$ cat config.mk
export PLATFORM = sky130hd
export DESIGN_NAME = tdm_demux4
export DESIGN_NICKNAME = d
export VERILOG_FILES = /design/src/rtl/tdm_demux_pkg.sv /design/src/rtl/tdm_demux4.sv
export SDC_FILE = /design/constraint.sdc
export NUM_CORES = 1
export LEC_CHECK = 0
export ABC_AREA = 1
export CAP_MARGIN = 40
export CORE_UTILIZATION = 46
export DETAILED_ROUTE_END_ITERATION = 12
export PLACE_DENSITY = 0.74
export SYNTH_ARGS = -nofsm -noshare
export SYNTH_HDL_FRONTEND = slang
export SYNTH_SLANG_ARGS = --single-unit
$ cat constraint.sdc
create_clock -name clk -period 1.69 [get_ports clk]
set_input_delay 0.338 -clock clk [delete_from_list [all_inputs] [get_ports clk]]
set_output_delay 0.338 -clock clk [all_outputs]
set_load 0.03 [all_outputs]
$ cat src/rtl/tdm_demux_pkg.sv
// Shared types and constants for the four-lane TDM demultiplexer.
//   state_e   : frame-lock state (hunting for slot 0, or locked to the frame)
//   slot_t    : 2-bit slot index within a frame
//   LANE_A..D : slot index of each output lane
//   NUM_LANES : lanes per frame
package tdm_demux_pkg;

  typedef enum logic [0:0] {
    StHunt,
    StLocked
  } state_e;

  typedef logic [1:0] slot_t;

  localparam int unsigned NUM_LANES = 4;

  localparam slot_t LANE_A = 2'd0;
  localparam slot_t LANE_B = 2'd1;
  localparam slot_t LANE_C = 2'd2;
  localparam slot_t LANE_D = 2'd3;

endpackage

$ cat src/rtl/tdm_demux4.sv
// Four-lane time-division demultiplexer. A W-bit stream carries slots 0..3 in rotation,
// with frame_sync marking slot 0. The block locks onto the frame, collects slots 0..2 in a
// shadow bank and, on the slot-3 beat, presents all four lanes together with a one-cycle
// frame_valid pulse. Lock survives up to FLYWHEEL-1 consecutive frames whose slot-0 beat
// lacks frame_sync; the next such beat is dropped and the block returns to hunting.
//
// Optional build macro: TDM_DEMUX_PARITY_EN adds din_par (even parity over din) and
// parity_err; a frame with any parity mismatch is suppressed and parity_err pulses instead.
//
// Ports:
//   clk         in   rising-edge clock
//   rst         in   synchronous active-high reset
//   din         in   W-bit stream beat
//   din_valid   in   beat qualifier
//   frame_sync  in   current valid beat is slot 0
//   din_par     in   even parity of din (TDM_DEMUX_PARITY_EN only)
//   a, b, c, d  out  lane registers for slots 0..3
//   frame_valid out  one-cycle pulse, a..d updated this cycle
//   s1, s0      out  next expected slot
//   locked      out  high while locked to the frame
//   sync_err    out  one-cycle pulse after a misaligned frame_sync
//   parity_err  out  one-cycle pulse for a suppressed frame (TDM_DEMUX_PARITY_EN only)
module tdm_demux4
  import tdm_demux_pkg::*;
#(
  parameter int unsigned W        = 8,
  parameter int unsigned FLYWHEEL = 3
) (
  input  logic         clk,
  input  logic         rst,
  input  logic [W-1:0] din,
  input  logic         din_valid,
  input  logic         frame_sync,
`ifdef TDM_DEMUX_PARITY_EN
  input  logic         din_par,
  output logic         parity_err,
`endif
  output logic [W-1:0] a,
  output logic [W-1:0] b,
  output logic [W-1:0] c,
  output logic [W-1:0] d,
  output logic         frame_valid,
  output logic         s1,
  output logic         s0,
  output logic         locked,
  output logic         sync_err
);

  localparam logic [3:0] FlyMax = 4'(FLYWHEEL);

  state_e         state_q, state_d;
  slot_t          slot_q, slot_d;
  logic [3:0]     miss_q, miss_d;
  logic [3:0]     miss_inc;
  logic [W-1:0]   shadow_q [3];
  logic [W-1:0]   shadow_d [3];
  logic [W-1:0]   lanes_q [NUM_LANES];
  logic [W-1:0]   lanes_d [NUM_LANES];
  logic           fv_q, fv_d;
  logic           serr_q, serr_d;
  // Frame has seen a parity mismatch; constant 0 when parity is not built in.
  logic           bad_q, bad_d;
  logic           beat_bad;

`ifdef TDM_DEMUX_PARITY_EN
  logic           perr_q, perr_d;
  assign beat_bad = din_par ^ (^din);
`else
  assign beat_bad = 1'b0;
`endif

  assign miss_inc = miss_q + 4'd1;

  always_comb begin
    state_d  = state_q;
    slot_d   = slot_q;
    miss_d   = miss_q;
    shadow_d = shadow_q;
    lanes_d  = lanes_q;
    bad_d    = bad_q;
    fv_d     = 1'b0;
    serr_d   = 1'b0;
`ifdef TDM_DEMUX_PARITY_EN
    perr_d   = 1'b0;
`endif

    if (din_valid) begin
      case (state_q)
        StHunt: begin
          if (frame_sync) begin
            shadow_d[0] = din;
            slot_d      = LANE_B;
            state_d     = StLocked;
            miss_d      = '0;
            bad_d       = beat_bad;
          end
        end

        StLocked: begin
          if (slot_q == LANE_A) begin
            if (!frame_sync && (miss_inc == FlyMax)) begin
              // Flywheel exhausted: drop this beat and go back to hunting.
              state_d = StHunt;
              slot_d  = LANE_A;
              miss_d  = '0;
              bad_d   = 1'b0;
            end else begin
              shadow_d[0] = din;
              slot_d      = LANE_B;
              miss_d      = frame_sync ? 4'd0 : miss_inc;
              bad_d       = beat_bad;
            end
          end else if (frame_sync) begin
            // Misaligned sync: discard the partial frame and restart on this beat.
            serr_d      = 1'b1;
            shadow_d[0] = din;
            slot_d      = LANE_B;
            miss_d      = '0;
            bad_d       = beat_bad;
          end else begin
            slot_d = slot_q + 2'd1;
            if (slot_q == LANE_B) begin
              shadow_d[1] = din;
              bad_d       = bad_q | beat_bad;
            end else if (slot_q == LANE_C) begin
              shadow_d[2] = din;
              bad_d       = bad_q | beat_bad;
            end else begin
              bad_d = 1'b0;
              if (bad_q || beat_bad) begin
`ifdef TDM_DEMUX_PARITY_EN
                perr_d = 1'b1;
`endif
              end else begin
                lanes_d[LANE_A] = shadow_q[0];
                lanes_d[LANE_B] = shadow_q[1];
                lanes_d[LANE_C] = shadow_q[2];
                lanes_d[LANE_D] = din;
                fv_d            = 1'b1;
              end
            end
          end
        end

        default: state_d = StHunt;
      endcase
    end
  end

  always_ff @(posedge clk) begin
    if (rst) begin
      state_q  <= StHunt;
      slot_q   <= LANE_A;
      miss_q   <= '0;
      shadow_q <= '{default: '0};
      lanes_q  <= '{default: '0};
      bad_q    <= 1'b0;
      fv_q     <= 1'b0;
      serr_q   <= 1'b0;
`ifdef TDM_DEMUX_PARITY_EN
      perr_q   <= 1'b0;
`endif
    end else begin
      state_q  <= state_d;
      slot_q   <= slot_d;
      miss_q   <= miss_d;
      shadow_q <= shadow_d;
      lanes_q  <= lanes_d;
      bad_q    <= bad_d;
      fv_q     <= fv_d;
      serr_q   <= serr_d;
`ifdef TDM_DEMUX_PARITY_EN
      perr_q   <= perr_d;
`endif
    end
  end

  assign a           = lanes_q[LANE_A];
  assign b           = lanes_q[LANE_B];
  assign c           = lanes_q[LANE_C];
  assign d           = lanes_q[LANE_D];
  assign frame_valid = fv_q;
  assign sync_err    = serr_q;
  assign s1          = slot_q[1];
  assign s0          = slot_q[0];
  assign locked      = (state_q == StLocked);
`ifdef TDM_DEMUX_PARITY_EN
  assign parity_err  = perr_q;
`endif

endmodule

==> results_dict.tcl <==
set metrics [dict create \
    fp.dieArea_sq_um 6060 \
    first_iter_violations 158 \
    synth_top_family_by_area "simple AND/OR/NAND/NOR gates" \
    final_layout_size_suffix_gt1_share_pct 12.3 \
    p_seq_share_pct 49.0 \
    setup.worst_path.class "register to output port" \
    timing.final.hold_violations 0 \
    synth_async_sr_flop_share_pct 0 \
    clock_power_share_pct 42.9 \
    synthAdderAreaFrac_pct 2.84 \
    postSynth.topFlopCell "sky130_fd_sc_hd__dfxtp_1" \
    cts_tree "done" \
    routedWlPerCell_microns 12.7 \
    detailroute.via_count 2505 \
    numCtsBuffers 9 \
    yosys.cell_count.top_type "sky130_fd_sc_hd__nand2_1" \
    tightestPinTransition_ns 0.540 \
    detail_route.vias_per_cell 5.07 \
    seqCellArea_sq_um 1310 \
    signal_arrival_time_at_the_worst_endpoint_ns 1.31 \
    tritoncts_num_sinks 65 \
    dpl_worst_slack_ns -0.178 \
    buffer_cell_driving_the_clock_tree_root "sky130_fd_sc_hd__clkbuf_8" \
    routed-wl-met2_microns 3010 \
    switching_power_uw 742 \
    synth_top_cells_by_area "sky130_fd_sc_hd__dfxtp_1 (49%), sky130_fd_sc_hd__nand2_1 (12%), sky130_fd_sc_hd__a21oi_1 (11%), sky130_fd_sc_hd__nand3_1 (8.1%), sky130_fd_sc_hd__inv_1 (3.8%)" \
    post-place-cells 479 \
    dpl_cell_area_sq_um 3350 \
    post_synth_most_frequent_cells "sky130_fd_sc_hd__nand2_1 (87), sky130_fd_sc_hd__dfxtp_1 (65), sky130_fd_sc_hd__a21oi_1 (57)" \
    ir_worst_vdd_v 0.000563 \
    worstPathCellList "clkdlybuf4s50_1" \
    design.core.area_sq_um 5540 \
    crit_fanout 1 \
    worst_hold_startpoint "shadow_q[1]" \
    finish.cell_count_without_fillers 494 \
    total_routing_usage_gr_pct 22.3 \
    layout_min_cycle_time_ns 1.64 \
    detailedRoute.firstPassIterationCount 4 \
    io_pins 49 \
    drt_wl_total_microns 6300 \
    total_leakage_power_nw 1.71 \
    hold_path_class "register to register" \
    power_switching_share_pct 23.2 \
    required_ns 1.35 \
    synth_cells 352 \
    synth.net_count 370 \
    detailedPlacementHpwl_microns 4190 \
    row_count 27 \
    power_density_nw_per_um2 886 \
    netlist.area_leader.share_pct 49.2 \
    antenna_cells_inserted 0 \
    synth_sequential_area_ratio_pct 49.2 \
    drt.antenna.violating_nets 0 \
    startpoint "sync_err" \
    synth-compound-area-share_pct 15.2 \
    antenna_found_initial 0 \
    synth_to_final_area_change_pct 36.1 \
    post_synth_xor_area_fraction_pct 0 \
    floorplan.initialDensity_pct 47.7 \
    multi_input_area_sq_um 1170 \
    final_net_count 436 \
    power_report.internal_total_mw 2.45 \
    dr_wl_met3_microns 371 \
    max_slew_margin_pct 64.0 \
    postLayoutCellArea_sq_um 3600 \
    synth.ff_latch_count 65 \
    chipHeight_microns 77.8 \
    grt_pass1_wl_microns 10400 \
    cell_family_with_the_largest_share_of_critical_path_delay "buffers and inverters" \
    setup_ws_ns 0.0459 \
    total_overflow_reported_by_the_global_router 0 \
    cp.buffers_inverters 1 \
    timing_max_transition_violations_final 0 \
    finalSetupViolCount 0 \
    timing.critical_path.slowest_cell_delay_ns 0.66 \
    netlist.top_cell.by_area "sky130_fd_sc_hd__dfxtp_1" \
    port-buffer-count 48 \
    timing.final.crit_share_pct 97.3 \
    met1_length_microns 2790 \
    status "complete, no violations" \
    place_congestion 0.859 \
    cts_hold_buf 0 \
    post-route-drc-count 0 \
    fillers 497 \
    regToRegStartpoint "slot_q[1]" \
    end_kind "output port" \
    yosys_warnings 0 \
    postCtsResizedCells 21 \
    synth_enable_flop_cells 0 \
    final.setup_skew_ns 0.00682 \
    top_sig_layer "met4" \
    clk_latency_ns 0.35 \
    synth.cell_area_sq_um 2650 \
    grt_pass1_vias 2251 \
    synthesis.area_per_instance_sq_um 7.51 \
    cap_viol_max_count 0 \
    synth.mux.area_fraction_pct 0 \
    comb_power_share_pct 8.2 \
    synth.distinct_cells 21 \
    clock_tree.buffer_depth 2 \
    h-tree-depth 3 \
    cts_post_setup_buffers_inserted 0 \
    synthSimpleGateAreaFrac_pct 25.4 \
    die-width_microns 77.8 \
    worst_setup_hold_path_clk_slew_ns 0.07 \
    crit_path_start_kind "register" \
    fmax_mhz 608 \
    maximum_number_of_pins_on_one_net_before_global_route_repair 31 \
    flop_to_flop_setup_slack_ns 0.14 \
    critical_path.slowest_cell "sky130_fd_sc_hd__clkdlybuf4s50_1" \
]
final cells by class:
| class | count | share of cell area [%] |
|---|---|---|
| sequential | 65 | 36.4 |
| inverter | 29 | 3.02 |
| clock inverter | 2 | 0.973 |
| clock buffer | 13 | 4.73 |
| multi-input combinational | 238 | 32.5 |
| timing repair buffer | 75 | 19.8 |
| tap | 72 | 2.50 |
path summary, 6_finish.rpt:
path | endpoint | cells after the start
setup / recovery | sync_err | 1
hold / removal | shadow_q[1] | 2
setup reg to reg | shadow_q[19] | 11
hold reg to reg | shadow_q[1] | 2
metrics by stage:
| step | utilization (%) | power, mW | hold slack (ns) | TNS, ns |
|---|---|---|---|---|
| 3_5_place_dp | 60.5 | 1.85 | 0.438 | -4.67 |
| 3_3_place_gp | 60.5 | 1.84 | 0.434 | -3.58 |
| 2_1_floorplan | - | 1.74 | 0.424 | 0 |
| 6_report | 65.0 | 3.19 | 0.451 | 0 |
| 5_1_grt | 65.0 | 3.32 | 0.468 | -0.000357 |
| 4_1_cts | 63.8 | 3.20 | 0.449 | 0 |
power by group through the flow:
stage	Clock (mW)	Sequential (mW)	Combinational, mW
3_5_place_dp	0	1.60	0.250
2_1_floorplan	0	1.60	0.131
3_3_place_gp	0	1.60	0.249
6_report	1.37	1.56	0.261
4_1_cts	1.39	1.56	0.252
5_1_grt	1.47	1.56	0.284
layout by cell type (no fill, tap or decap), types with 5 or more instances in the layout:
cell type                         synthesis  final
sky130_fd_sc_hd__dfxtp_1                 65     61
sky130_fd_sc_hd__dlygate4sd2_1            0     20
sky130_fd_sc_hd__nand3_1                 43     43
sky130_fd_sc_hd__ha_1                     6      5
sky130_fd_sc_hd__dlymetal6s2s_1           0     16
sky130_fd_sc_hd__inv_1                   27     26
sky130_fd_sc_hd__o21ai_0                  8      8
sky130_fd_sc_hd__buf_4                    1     25
sky130_fd_sc_hd__a21oi_1                 57     57
sky130_fd_sc_hd__clkdlybuf4s50_1          0     12
sky130_fd_sc_hd__clkbuf_8                 0     10
sky130_fd_sc_hd__o31ai_1                  8      7
sky130_fd_sc_hd__nand2_1                 87     86
sky130_fd_sc_hd__nor2_1                  19     18
logic make-up (layout without fill, tap and decap cells):
group | count (synthesis) | after routing
simple gates | 156 | 156
compound gates | 76 | 76
buf+inv | 49 | 119
flops | 65 | 65
fa+ha+maj | 6 | 6
state kept, by name (all words and copies together), names as in the netlist:
signal       count
d                8
c                8
b                8
miss_q           4
a                8
frame_valid      1
shadow_q        24
slot_q           2
sync_err         1
locked           1
metal layers:
metal  up-vias  global-route usage [%]
li1       1286                       -
met1      1137                    28.1
met2        67                    36.2
met3        15                    4.12
met4         0                    11.7
met5         -                       0
(Power assumes the default switching activity.)
